[config.mk]
export PLATFORM = sky130hd
export DESIGN_NAME = csr_irq_unit
export DESIGN_NICKNAME = d
export VERILOG_FILES = /design/src/rtl/csr_irq_unit_pkg.sv /design/src/rtl/csr_irq_unit_irq_prio_enc.sv /design/src/rtl/csr_irq_unit.sv
export SDC_FILE = /design/constraint.sdc
export NUM_CORES = 1
export LEC_CHECK = 0
export BUFFER_PORTS_ARGS = -buffer_cell sky130_fd_sc_hd__buf_2
export CAP_MARGIN = 25
export CORE_UTILIZATION = 40
export CTS_BUF_LIST = sky130_fd_sc_hd__clkbuf_8
export CTS_CLUSTER_SIZE = 8
export DETAILED_ROUTE_END_ITERATION = 10
export RECOVER_POWER = 25
export SETUP_SLACK_MARGIN = 0.5
export SLEW_MARGIN = 15
export SYNTH_ARGS = -nofsm -noshare
export SYNTH_HDL_FRONTEND = slang
export SYNTH_HIERARCHICAL = 1
export SYNTH_SLANG_ARGS = --single-unit
[constraint.sdc]
create_clock -name clk -period 6.95 [get_ports clk]
set_clock_uncertainty 0.05 [all_clocks]
set_input_delay 0.695 -clock clk [delete_from_list [all_inputs] [get_ports clk]]
set_output_delay 0.695 -clock clk [all_outputs]
set_load 0.05 [all_outputs]
[src/rtl/csr_irq_unit_pkg.sv]
// Shared constants and types for the machine-mode CSR / interrupt unit (package csr_pkg).
package csr_pkg;

    localparam logic [11:0] CSR_MSTATUS   = 12'h300;
    localparam logic [11:0] CSR_MIE       = 12'h304;
    localparam logic [11:0] CSR_MTVEC     = 12'h305;
    localparam logic [11:0] CSR_MEPC      = 12'h341;
    localparam logic [11:0] CSR_MCAUSE    = 12'h342;
    localparam logic [11:0] CSR_MIP       = 12'h344;
    localparam logic [11:0] CSR_MCYCLE    = 12'hB00;
    localparam logic [11:0] CSR_MCYCLEH   = 12'hB80;
    localparam logic [11:0] CSR_MINSTRET  = 12'hB02;
    localparam logic [11:0] CSR_MINSTRETH = 12'hB82;

    typedef enum logic [1:0] {
        CSR_RW = 2'b01,
        CSR_RS = 2'b10,
        CSR_RC = 2'b11
    } csr_op_e;

    typedef enum logic {
        RUN   = 1'b0,
        SLEEP = 1'b1
    } state_e;

    localparam int MSTATUS_MIE  = 3;
    localparam int MSTATUS_MPIE = 7;
    // MPP is hardwired to machine mode
    localparam logic [31:0] MSTATUS_MPP_M = 32'h0000_1800;

    function automatic int idx_width(input int n);
        return (n > 1) ? $clog2(n) : 1;
    endfunction

endpackage

[src/rtl/csr_irq_unit_irq_prio_enc.sv]
// Fixed-priority encoder: lowest set request index wins.
module irq_prio_enc #(
    parameter int N_IRQ = 2,
    parameter int IDX_W = 1
) (
    input  logic [N_IRQ-1:0] req,
    output logic             valid,
    output logic [IDX_W-1:0] idx
);

    always_comb begin
        valid = |req;
        idx   = '0;
        for (int i = N_IRQ - 1; i >= 0; i--) begin
            if (req[i]) idx = IDX_W'(i);
        end
    end

endmodule

[src/rtl/csr_irq_unit.sv]
// Machine-mode CSR file with N-source interrupt arbitration, WFI sleep, mret and counters.
// Optional macro IRQ_SYNC_EN adds a 2-flop synchronizer on every irq input.
module csr_irq_unit
    import csr_pkg::*;
#(
    parameter int          N_IRQ          = 2,
    parameter logic [31:0] MTVEC_VAL      = 32'h0001_0000,
    parameter int          IRQ_CAUSE_BASE = 16,
    parameter int          CNT_W          = 64
) (
    input  logic             clk,
    input  logic             rst,
    input  logic [1:0]       busStall,
    input  logic [N_IRQ-1:0] irq,
    input  logic             csr_valid,
    input  logic [2:0]       csr_op,
    input  logic [11:0]      csr_addr,
    input  logic [31:0]      csr_wdata,
    output logic [31:0]      csr_rdata,
    input  logic             is_mret,
    input  logic             is_wfi,
    input  logic [31:0]      pc_ID,
    input  logic             retire,
    output logic             trap_take,
    output logic             mret_take,
    output logic [31:0]      mepc,
    output logic             wfi_sleep
);

    localparam int IDX_W = idx_width(N_IRQ);

    state_e           state;
    logic             glb_ie;
    logic             prev_ie;
    logic [N_IRQ-1:0] irq_en;
    logic [N_IRQ-1:0] mip;
    logic [31:0]      mcause;
    logic [CNT_W-1:0] mcycle;
    logic [CNT_W-1:0] minstret;
    logic [63:0]      cyc64;
    logic [63:0]      ins64;
    logic             stall;
    logic             pend_valid;
    logic [IDX_W-1:0] pend_idx;
    logic [30:0]      cause_code;
    logic [1:0]       op;
    logic [31:0]      wnew;
    logic             csr_we;
    logic             unused_op_imm;

`ifdef IRQ_SYNC_EN
    logic [N_IRQ-1:0] irq_s1;
    logic [N_IRQ-1:0] irq_s2;

    always_ff @(posedge clk or posedge rst) begin
        if (rst) begin
            irq_s1 <= '0;
            irq_s2 <= '0;
        end else begin
            irq_s1 <= irq;
            irq_s2 <= irq_s1;
        end
    end
    assign mip = irq_s2;
`else
    assign mip = irq;
`endif

    irq_prio_enc #(
        .N_IRQ (N_IRQ),
        .IDX_W (IDX_W)
    ) u_prio (
        .req   (mip & irq_en),
        .valid (pend_valid),
        .idx   (pend_idx)
    );

    assign stall         = |busStall;
    assign trap_take     = glb_ie & pend_valid & ~stall;
    assign mret_take     = is_mret & ~trap_take & ~stall;
    assign wfi_sleep     = (state == SLEEP);
    assign cause_code    = 31'(IRQ_CAUSE_BASE) + 31'(pend_idx);
    assign op            = csr_op[1:0];
    assign unused_op_imm = csr_op[2];
    assign cyc64         = 64'(mcycle);
    assign ins64         = 64'(minstret);

    always_comb begin
        csr_rdata = '0;
        case (csr_addr)
            CSR_MSTATUS: begin
                csr_rdata               = MSTATUS_MPP_M;
                csr_rdata[MSTATUS_MIE]  = glb_ie;
                csr_rdata[MSTATUS_MPIE] = prev_ie;
            end
            CSR_MIE:       csr_rdata = 32'(irq_en);
            CSR_MTVEC:     csr_rdata = MTVEC_VAL;
            CSR_MEPC:      csr_rdata = mepc;
            CSR_MCAUSE:    csr_rdata = mcause;
            CSR_MIP:       csr_rdata = 32'(mip);
            CSR_MCYCLE:    csr_rdata = cyc64[31:0];
            CSR_MCYCLEH:   csr_rdata = cyc64[63:32];
            CSR_MINSTRET:  csr_rdata = ins64[31:0];
            CSR_MINSTRETH: csr_rdata = ins64[63:32];
            default:       csr_rdata = '0;
        endcase
    end

    // Set/clear with a zero operand is a pure read and must not write
    always_comb begin
        case (op)
            CSR_RW:  wnew = csr_wdata;
            CSR_RS:  wnew = csr_rdata | csr_wdata;
            CSR_RC:  wnew = csr_rdata & ~csr_wdata;
            default: wnew = csr_rdata;
        endcase
        csr_we = csr_valid & (op != 2'b00) & ~stall & ~trap_take
               & ((op == CSR_RW) | (csr_wdata != '0));
    end

    always_ff @(posedge clk or posedge rst) begin
        if (rst) begin
            state   <= RUN;
            glb_ie  <= 1'b0;
            prev_ie <= 1'b0;
            irq_en  <= '0;
            mepc    <= '0;
            mcause  <= '0;
        end else begin
            case (state)
                RUN:     if (is_wfi && !trap_take && !stall) state <= SLEEP;
                SLEEP:   if (pend_valid && !stall) state <= RUN;
                default: state <= RUN;
            endcase
            if (trap_take) begin
                mepc    <= (state == SLEEP) ? pc_ID + 32'd4 : pc_ID;
                mcause  <= {1'b1, cause_code};
                prev_ie <= glb_ie;
                glb_ie  <= 1'b0;
            end else if (mret_take) begin
                glb_ie  <= prev_ie;
                prev_ie <= 1'b1;
            end
            if (csr_we) begin
                case (csr_addr)
                    CSR_MSTATUS: begin
                        glb_ie  <= wnew[MSTATUS_MIE];
                        prev_ie <= wnew[MSTATUS_MPIE];
                    end
                    CSR_MIE:    irq_en <= wnew[N_IRQ-1:0];
                    CSR_MEPC:   mepc   <= wnew;
                    CSR_MCAUSE: mcause <= wnew;
                    default: ;
                endcase
            end
        end
    end

    // A counter write replaces that cycle's increment; the other half is kept
    always_ff @(posedge clk or posedge rst) begin
        if (rst) begin
            mcycle   <= '0;
            minstret <= '0;
        end else begin
            if (csr_we && csr_addr == CSR_MCYCLE)
                mcycle <= CNT_W'({cyc64[63:32], wnew});
            else if (csr_we && csr_addr == CSR_MCYCLEH && CNT_W > 32)
                mcycle <= CNT_W'({wnew, cyc64[31:0]});
            else
                mcycle <= mcycle + CNT_W'(1);

            if (csr_we && csr_addr == CSR_MINSTRET)
                minstret <= CNT_W'({ins64[63:32], wnew});
            else if (csr_we && csr_addr == CSR_MINSTRETH && CNT_W > 32)
                minstret <= CNT_W'({wnew, ins64[31:0]});
            else if (retire && !stall)
                minstret <= minstret + CNT_W'(1);
        end
    end

endmodule

==> impl_metrics.yaml, run 1 <==
outcome:
  status: "complete, but fails checks"
  failing_checks: "DRC, capacitance limit, slew limit"
power:
  power_density_over_cell_area_mw_per_mm2: 153
  power.static_leakage_nw: 6.75
  vdd_drop_max_mv: 0.121
timing:
  hold_viol: 0
  fmaxAchievable_mhz: 231
  maxSlewViolCount: 108
  max_slew_margin_pct: -95.4
  timing.final.setup_violations: 0
  setup_tns_ns: 0
  max_slew.worst_pin.slew_ns: 2.93
  min_period_over_period_pct: 62.3
  rsz0062_at_grt: "false"
  timing.final.crit_period_ns: 4.33
final_layout:
  design_area_sq_mm: 0.0163
  synthToLayoutAreaGrowth_pct: 10.8
  layout-drive-gt1-share_pct: 16.6
  finalNetCount: 1881
logic_synthesis:
  synthCells: 1692
  syn-cell-area_sq_mm: 0.0147
  syn-mean-instance-area_sq_um: 8.67
  synthesis.yosys.warnings: 6
  synth_area_leader: "sky130_fd_sc_hd__dfrtp_1"
  post_synth_top_flop: "sky130_fd_sc_hd__dfrtp_1"
  yosysMostFrequentCell: "sky130_fd_sc_hd__dfrtp_1"
  area_contributors_post_synth: "sky130_fd_sc_hd__dfrtp_1 34%, sky130_fd_sc_hd__mux2i_1 8.0%, sky130_fd_sc_hd__xnor2_1 6.3%"
  syn-num-nets: 1784
  most_common_library_cells_after_synthesis: "197 x sky130_fd_sc_hd__dfrtp_1, 173 x sky130_fd_sc_hd__nand2_1, 117 x sky130_fd_sc_hd__mux2i_1, 105 x sky130_fd_sc_hd__o21ai_0, 105 x sky130_fd_sc_hd__xnor2_1"
  synth_enable_flop_cells: 0
  synth-seq-cells: 197
  seq_area_frac_synth_pct: 33.6
  synthDistinctLibCells: 90
  synthDominantCellAreaShare_pct: 33.6
  postSynth.asyncResetShare_pct: 100
die:
  dieArea_sq_mm: 0.0374
  core_area_sq_mm: 0.0358
  row_count: 69
  initial_core_util_pct: 40.9
  floorplan.io_pins: 156
  die_x_um: 194
  die_h_um: 194
drt:
  num_vias: 15000
  wire_length_per_cell_after_detailed_routing_um: 26.8
  dr.first_iter.drc_count: 1811
  detail_route.first_pass.iterations: 11
  vias_per_cell: 6.62
  routed_antenna_nets: 0
  drt-total-wl_um: 60600
  drc: 4
worst_setup_path:
  worstPathMaxFanout: 11
  worstSetupStartpointType: "input pin"
  library_cell_contributing_the_largest_single_delay_on_the_critical_path: "sky130_fd_sc_hd__nand3_1"
  critPathRequiredTime_ns: 6.20
  timing.critical_path.to_type: "output port"
  worst_path_dominant_cell_family: "simple AND/OR/NAND/NOR gates"
  timing.critical_path.cells: "buf_2 > nor3b_1 > nand3_1 > o22ai_1 > a221o_1 > buf_2"
  crit_path_arrival_time_ns: 3.58
  timing.setup.critical_path_class: "in2out"
  crit_path_frequent_cell: "sky130_fd_sc_hd__buf_2"
  critical_path.max_stage_delay_ns: 0.75
  critical_path_buf_inv_count: 2
global_route:
  grt_usage_pct: 31.9
  grt_pass1_wl_um: 89400
  number_of_antenna_violations_at_the_first_check_in_global_routing: 2
  pin_count_of_the_biggest_net_entering_global_routing: 132
  overflow: 0
  first_global_vias: 13500
placement:
  port_buffers: 154
  gp_congestion: 1.00
  dpl_cell_area_sq_mm: 0.0158
  dp.final_hpwl_um: 44400
clock_tree:
  postCtsResizedCells: 0
  cts_buffers: 17
  reg_clk_slew_reported_paths_ns: 0.11
  clock-sinks: 197
  max-clock-path-buffers: 2
  insertion_delay_of_the_later_clocked_pin_in_the_worst_skew_pair_ns: 0.53
  postCtsSetupRepairBufs: 0
  cts_hold_repair.buffers: 0
  cts_tree: "built"
  ctsRootBufferMaster: "sky130_fd_sc_hd__clkbuf_8"
  cts-htree-levels: 4
hold_path:
  hp-class: "in2async"
flow_run:
  cap_violations: 1
[where the power goes]
group	internal, W	total (W)	switching, W
clock network	0.000307	0.000788	0.000481
logic	0.000153	0.000418	0.000265
registers	0.00120	0.00129	0.0000846
total	0.00166	0.00249	0.000831
[state kept, by name, indices dropped and copies added (netlist names)]
name and count:
mepc 32, prev_ie 1, irq_en 2, cyc64 64, mcause 32, ins64 64, glb_ie 1, wfi_sleep 1
[through the flow]
step	cells	setup slack [ns]	hold slack [ns]	power, W	utilization (%)
3_5_place_dp	2227	2.80	0.439	0.00171	44.2
2_1_floorplan	1692	0.836	0.413	0.00154	-
5_1_grt	2263	2.52	0.378	0.00257	45.4
4_1_cts	2259	2.76	0.364	0.00249	45.3
3_3_place_gp	2224	2.71	0.432	0.00170	44.1
6_report	2264	2.62	0.352	0.00249	45.4
[cell usage in the layout (no fill, tap or decap), drive strengths merged, types with 7 or more instances in the layout]
master   instances
a2111o           9
a211o           12
a211oi           8
a21o            10
a21oi           33
a221o            9
a221oi           7
a22o            10
a22oi           28
a2bb2oi          7
a311oi          12
a31oi           13
and2            36
and3            33
and4            22
buf            199
clkbuf          21
dfrtp          197
inv             31
mux2             7
mux2i          117
nand2          176
nand2b           8
nand3           91
nand4           67
nor2            76
nor3            54
nor3b            7
nor4            86
nor4b            9
o211ai          22
o21ai          113
o22ai           27
o31ai            9
or2              9
or4              9
xnor2          105
xor2            34
[per-layer routing]
layer | share of wire [%] | wire [um] | up-vias | track usage (%)
li1 | - | - | 6567 | -
met1 | 41 | 25000 | 7406 | 44.0
met2 | 44 | 26600 | 917 | 47.5
met3 | 11 | 6850 | 98 | 8.02
met4 | 3.7 | 2220 | 0 | 12.5
met5 | 0 | 0 | - | 0
[layout make-up]
class,instances,area [sq um]
Clock buffer,19,262
Sequential cell,197,4930
Multi-Input combinational cell,1341,9090
Fill cell,3533,19600
Timing Repair Buffer,202,1160
Antenna cell,1,2.50
Inverter,30,114
Clock inverter,13,126
Tap cell,461,577
[worst reg2reg max path, cell delays in order, from the launching register on]
cell and delay, ns:
sky130_fd_sc_hd__dfrtp_1 0.43, sky130_fd_sc_hd__and2_1 0.18, sky130_fd_sc_hd__or2_1 0.27, sky130_fd_sc_hd__a211oi_2 0.50, sky130_fd_sc_hd__nand2_1 0.42, sky130_fd_sc_hd__a31oi_1 0.28
sky130_fd_sc_hd__buf_4 0.21, sky130_fd_sc_hd__nand2_1 0.50, sky130_fd_sc_hd__buf_4 0.43, sky130_fd_sc_hd__mux2_2 0.28
[cells by family after synthesis]
logic type	synth area share (%)
compound gates	17.9
xor+xnor	8.30
fa+ha+maj	0.256
buf+inv	4.81
flops	33.6
mux	8.52
simple gates	26.6
[path summary, 6_finish.rpt]
path | startpoint | endpoint | slack [ns] | cells after the start
setup / recovery | csr_addr[5] | csr_rdata[31] | 2.62 | 6
hold / removal | rst | ins64[34] | 0.35 | 2
setup reg to reg | irq_en[1] | mepc[30] | 3.33 | 9
hold reg to reg | mcause[16] | mcause[16] | 0.46 | 2
max in group asynchronous | rst | mcause[22] | 3.14 | 3
min in group clk | pc_ID[1] | mepc[1] | 0.38 | 3
No activity file was read; power rests on OpenSTA's default activity.
==> run 2, diff against run 1 <==
==> constraint.sdc (replaced) <==
create_clock -name clk -period 4.3 [get_ports clk]
set_clock_uncertainty 0.05 [all_clocks]
set_input_delay 0.43 -clock clk [delete_from_list [all_inputs] [get_ports clk]]
set_output_delay 0.43 -clock clk [all_outputs]
set_load 0.05 [all_outputs]
==> impl_metrics.yaml, run 2 (synthesis results as in run 1) <==
worst_setup_path:
  timing.critical_path.cells: "buf_2 > nor3b_1 > nand3_1 > o22ai_1 > a221o_1 > buf_2"
  critPathRequiredTime_ns: 3.82
  timing.critical_path.to_type: "output port"
  worstSetupStartpointType: "input pin"
  timing.setup.critical_path_class: "in2out"
  library_cell_contributing_the_largest_single_delay_on_the_critical_path: "sky130_fd_sc_hd__nand3_1"
  crit_path_arrival_time_ns: 3.22
  worst_path_dominant_cell_family: "simple AND/OR/NAND/NOR gates"
  critical_path.max_stage_delay_ns: 0.73
  crit_path_frequent_cell: "sky130_fd_sc_hd__buf_2"
  critical_path_buf_inv_count: 2
  worstPathMaxFanout: 11
clock_tree:
  ctsRootBufferMaster: "sky130_fd_sc_hd__clkbuf_8"
  insertion_delay_of_the_later_clocked_pin_in_the_worst_skew_pair_ns: 0.54
  cts_buffers: 17
  clock-sinks: 197
  reg_clk_slew_reported_paths_ns: 0.11
  postCtsSetupRepairBufs: 0
  cts_hold_repair.buffers: 1
  cts-htree-levels: 4
  cts_tree: "built"
  postCtsResizedCells: 0
  max-clock-path-buffers: 2
placement:
  dp.final_hpwl_um: 46600
  numPlacedInstances: 2257
  gp_congestion: 0.985
  port_buffers: 154
global_route:
  grt_pass1_wl_um: 91100
  pin_count_of_the_biggest_net_entering_global_routing: 69
  overflow: 0
  first_global_vias: 13800
  number_of_antenna_violations_at_the_first_check_in_global_routing: 0
  grt_usage_pct: 32.4
final_layout:
  layout.cells.non_filler: 2290
  number_of_inserted_diodes: 0
  finalNetCount: 1908
  synthToLayoutAreaGrowth_pct: 12.2
  layout_commonest_cell: "sky130_fd_sc_hd__dfrtp_1"
  layout_common_cells: "197 x sky130_fd_sc_hd__dfrtp_1, 173 x sky130_fd_sc_hd__nand2_1, 153 x sky130_fd_sc_hd__buf_2"
  layout-drive-gt1-share_pct: 17.7
die:
  die_x_um: 194
  die_h_um: 194
  initial_core_util_pct: 40.9
  dieArea_sq_mm: 0.0374
  row_count: 69
  floorplan.io_pins: 156
  core_area_sq_mm: 0.0358
drt:
  drc: 0
  detail_route.first_pass.iterations: 8
  num_vias: 15100
  wire_length_per_cell_after_detailed_routing_um: 26.7
  dr.first_iter.drc_count: 1734
  vias_per_cell: 6.59
  drt-total-wl_um: 61200
  routed_antenna_nets: 0
timing:
  max_slew_margin_pct: -26.2
  rsz0062_at_grt: "false"
  min_period_over_period_pct: 86.0
  maxSlewViolCount: 131
  fmaxAchievable_mhz: 270
  setup_tns_ns: 0
  max_slew.worst_pin.slew_ns: 1.89
  hold_viol: 0
  timing.final.crit_period_ns: 3.70
  timing.final.setup_violations: 0
power:
  power.static_leakage_nw: 6.89
  total_power_w: 0.00407
  vdd_drop_max_mv: 0.185
  power_density_over_cell_area_mw_per_mm2: 247
hold_path:
  hp-class: "in2reg"
outcome:
  status: "complete, but fails checks"
  failing_checks: "capacitance limit, slew limit"
flow_run:
  cap_violations: 3
-- run 2: final timing paths --
check                                   from            end  slack, ns  cells after the start
min in group asynchronous                rst      ins64[36]       0.41                      3
worst max register to register     irq_en[1]      mcause[0]       0.79                      9
worst min-delay path                pc_ID[1]        mepc[1]       0.11                      3
worst max-delay path            csr_addr[11]  csr_rdata[31]       0.60                      6
max in group asynchronous                rst     mcause[19]       1.46                      5
worst min register to register    mcause[15]     mcause[15]       0.46                      2
-- run 2: where the power goes --
group	leakage [nW]	internal, W	switching [W]	total (W)
clock	0.204	0.000511	0.000789	0.00130
combinational	4.15	0.000258	0.000438	0.000696
sequential	2.54	0.00194	0.000135	0.00208
-- run 2: area by class of cell --
type	count	area (sq um)
multi-input cells	1341	9090
inverters	30	114
fillers	3487	19400
repair buffers	229	1350
clock buffers	19	262
flip-flops and latches	197	4930
clock inverters	13	138
well taps	461	577
-- run 2: layer usage --
| metal | global-route usage (%) | wire [um] | vias up |
|---|---|---|---|
| li1 | - | - | 6609 |
| met1 | 44.9 | 25500 | 7397 |
| met2 | 48.5 | 26500 | 957 |
| met3 | 7.58 | 6770 | 127 |
| met4 | 12.9 | 2460 | 0 |
| met5 | 0 | 0 | - |
-- run 2: stage by stage --
stage	cell area (sq um)	util, %	hold WS (ns)	setup WS [ns]
final	16500	45.9	0.114	0.603
after global routing	16500	45.9	0.129	0.549
after CTS	16500	46.0	0.0961	0.727
after detailed placement	16100	44.9	0.375	0.647
after global placement	16100	44.8	0.432	0.712
after floorplan	14700	-	0.413	0.841
-- run 2: worst min-delay path, cell delays in order --
cell and delay (ns):
sky130_fd_sc_hd__buf_2 0.08, sky130_fd_sc_hd__a211oi_1 0.05, sky130_fd_sc_hd__a21oi_1 0.10
==> run 3, diff against run 2 <==
--- a/config.mk
+++ b/config.mk
@@ -7,11 +7,14 @@
 export LEC_CHECK = 0
 export BUFFER_PORTS_ARGS = -buffer_cell sky130_fd_sc_hd__buf_2
 export CAP_MARGIN = 25
-export CORE_UTILIZATION = 40
+export CORE_MARGIN = 2
+export CORE_UTILIZATION = 60
 export CTS_BUF_LIST = sky130_fd_sc_hd__clkbuf_8
 export CTS_CLUSTER_SIZE = 8
 export DETAILED_ROUTE_END_ITERATION = 10
+export PLACE_DENSITY = 0.81
 export RECOVER_POWER = 25
+export REMOVE_ABC_BUFFERS = 1
 export SETUP_SLACK_MARGIN = 0.5
 export SLEW_MARGIN = 15
 export SYNTH_ARGS = -nofsm -noshare
==> impl_metrics.yaml, run 3 (synthesis results as in run 1) <==
final_layout:
  layout_commonest_cell: "sky130_fd_sc_hd__dfrtp_1"
  final_core_occ_pct: 67.3
  register_area_sq_mm: 0.00493
  filler_cell_count: 1959
  finalNetCount: 1906
  layout_common_cells: "197 x sky130_fd_sc_hd__dfrtp_1, 173 x sky130_fd_sc_hd__nand2_1, 154 x sky130_fd_sc_hd__buf_2"
  number_of_inserted_diodes: 0
  multi_input_comb_area_sq_mm: 0.00908
  layout-drive-gt1-share_pct: 17.6
  synthToLayoutAreaGrowth_pct: 10.9
timing:
  max_slew_margin_pct: -6.94
  rsz0062_at_grt: "false"
  timing.final.setup_violations: 0
  timing.final.crit_period_ns: 3.33
  min_period_over_period_pct: 77.5
  fmaxAchievable_mhz: 300
  hold_viol: 0
  maxSlewViolCount: 202
  max_slew.worst_pin.slew_ns: 1.60
  setup_tns_ns: 0
die:
  die_x_um: 160
  core_area_sq_mm: 0.0242
  initial_core_util_pct: 60.7
  row_count: 57
  die_h_um: 160
  dieArea_sq_mm: 0.0257
  floorplan.io_pins: 156
worst_setup_path:
  worstSetupStartpointType: "flop"
  library_cell_contributing_the_largest_single_delay_on_the_critical_path: "sky130_fd_sc_hd__a311oi_2"
  worst_path_dominant_cell_family: "compound AO/OA/AOI/OAI gates"
  timing.critical_path.to_type: "flop"
  critPathRequiredTime_ns: 4.66
  timing.critical_path.cells: "and2_1 > or2_0 > a211oi_2 > buf_4 > nand2_1 > buf_4 > a311oi_2 > buf_4 > nor3_1 > a31o_1 > a311oi_1"
  worstPathMaxFanout: 10
  crit_path_frequent_cell: "sky130_fd_sc_hd__buf_4"
  reg2reg_depth: 11
  crit_path_arrival_time_ns: 3.70
  critical_path_buf_inv_count: 3
  cp.depth: 11
  timing.setup.critical_path_class: "reg2reg"
  critical_path.max_stage_delay_ns: 0.74
flow_run:
  cap_violations: 3
drt:
  num_vias: 15400
  routed_antenna_nets: 0
  dr.first_iter.drc_count: 2102
  vias_per_cell: 7.15
  drc: 0
  wire_length_per_cell_after_detailed_routing_um: 24.8
  drt-total-wl_um: 53300
  detail_route.first_pass.iterations: 8
power:
  total_power_w: 0.00403
  power.static_leakage_nw: 6.89
  power_density_over_cell_area_mw_per_mm2: 248
  vdd_drop_max_mv: 0.199
outcome:
  status: "complete, but fails checks"
  failing_checks: "capacitance limit, slew limit"
placement:
  gp_congestion: 1.05
  dp.final_hpwl_um: 38700
  port_buffers: 154
clock_tree:
  cts_tree: "built"
  cts-htree-levels: 4
  clock-sinks: 197
  reg_clk_slew_reported_paths_ns: 0.12
  ctsRootBufferMaster: "sky130_fd_sc_hd__clkbuf_8"
  insertion_delay_of_the_later_clocked_pin_in_the_worst_skew_pair_ns: 0.50
  max-clock-path-buffers: 2
  cts_buffers: 17
global_route:
  grt_usage_pct: 41.2
  pin_count_of_the_biggest_net_entering_global_routing: 141
  first_global_vias: 14500
  overflow: 0
  number_of_antenna_violations_at_the_first_check_in_global_routing: 0
  grt_pass1_wl_um: 82500
hold_path:
  worstHoldPathCells: 3
  hp-class: "in2reg"
run 3: changes by cell type in the layout (fill, tap and decap cells not counted), moves of 2 or more:
cell / delta
sky130_fd_sc_hd__inv_6: +2
sky130_fd_sc_hd__buf_4: -3
sky130_fd_sc_hd__clkbuf_1: -2
sky130_fd_sc_hd__clkbuf_8: -2
run 3: worst reg2reg max path, stage by stage, from the launching register on:
cell and delay, ns:
sky130_fd_sc_hd__dfrtp_1 0.42, sky130_fd_sc_hd__and2_1 0.17, sky130_fd_sc_hd__or2_0 0.35, sky130_fd_sc_hd__a211oi_2 0.26
sky130_fd_sc_hd__buf_4 0.16, sky130_fd_sc_hd__nand2_1 0.08, sky130_fd_sc_hd__buf_4 0.19, sky130_fd_sc_hd__a311oi_2 0.75
sky130_fd_sc_hd__buf_4 0.28, sky130_fd_sc_hd__nor3_1 0.07, sky130_fd_sc_hd__a31o_1 0.24, sky130_fd_sc_hd__a311oi_1 0.23
run 3: final cells by class:
class | count | area share (%)
clock buffer | 17 | 1.44
clock inverter | 15 | 0.976
inverter | 30 | 0.700
multi-input combinational | 1341 | 55.8
sequential | 197 | 30.3
tap | 324 | 2.49
timing repair buffer | 227 | 8.29
run 3: power by group:
group | switching, W | leakage, nW | internal, W
sequential | 0.000136 | 2.54 | 0.00194
clock | 0.000802 | 0.201 | 0.000485
combinational | 0.000414 | 4.15 | 0.000254
run 3: per-layer routing:
| layer | global-route usage, % | wire length, um |
|---|---|---|
| met4 | 19.2 | 2670 |
| met2 | 62.4 | 23400 |
| met1 | 56.1 | 19900 |
| met5 | 0 | 0 |
| met3 | 9.87 | 7400 |
run 3: what timing repair did:
action | 4_1_cts | 5_1_grt
resized for setup | 0 | 0
setup endpoints to repair | 0 | 0
endpoints found under the hold margin | 0 | 33
setup buffers | 0 | 0
hold buffers | 0 | 1
run 3: through the flow:
stage	instance area (sq um)	hold WS [ns]	setup WS (ns)	instances
after floorplan	14100	0.413	-1.55	1568
after global placement	15800	0.433	0.965	2114
after detailed placement	15800	0.440	0.848	2114
after CTS	16200	0.152	1.02	2146
after global routing	16300	0.161	0.668	2151
final	16300	0.157	0.966	2151
run 3: path summary, 6_finish.rpt:
path	startpoint	end	slack, ns
max in group asynchronous	rst	cyc64[14]	1.11
worst max register to register	irq_en[1]	ins64[42]	0.97
worst max-delay path	irq_en[1]	ins64[42]	0.97
worst min-delay path	pc_ID[1]	mepc[1]	0.16
worst min register to register	mcause[10]	mcause[10]	0.47
min in group asynchronous	rst	ins64[3]	0.78
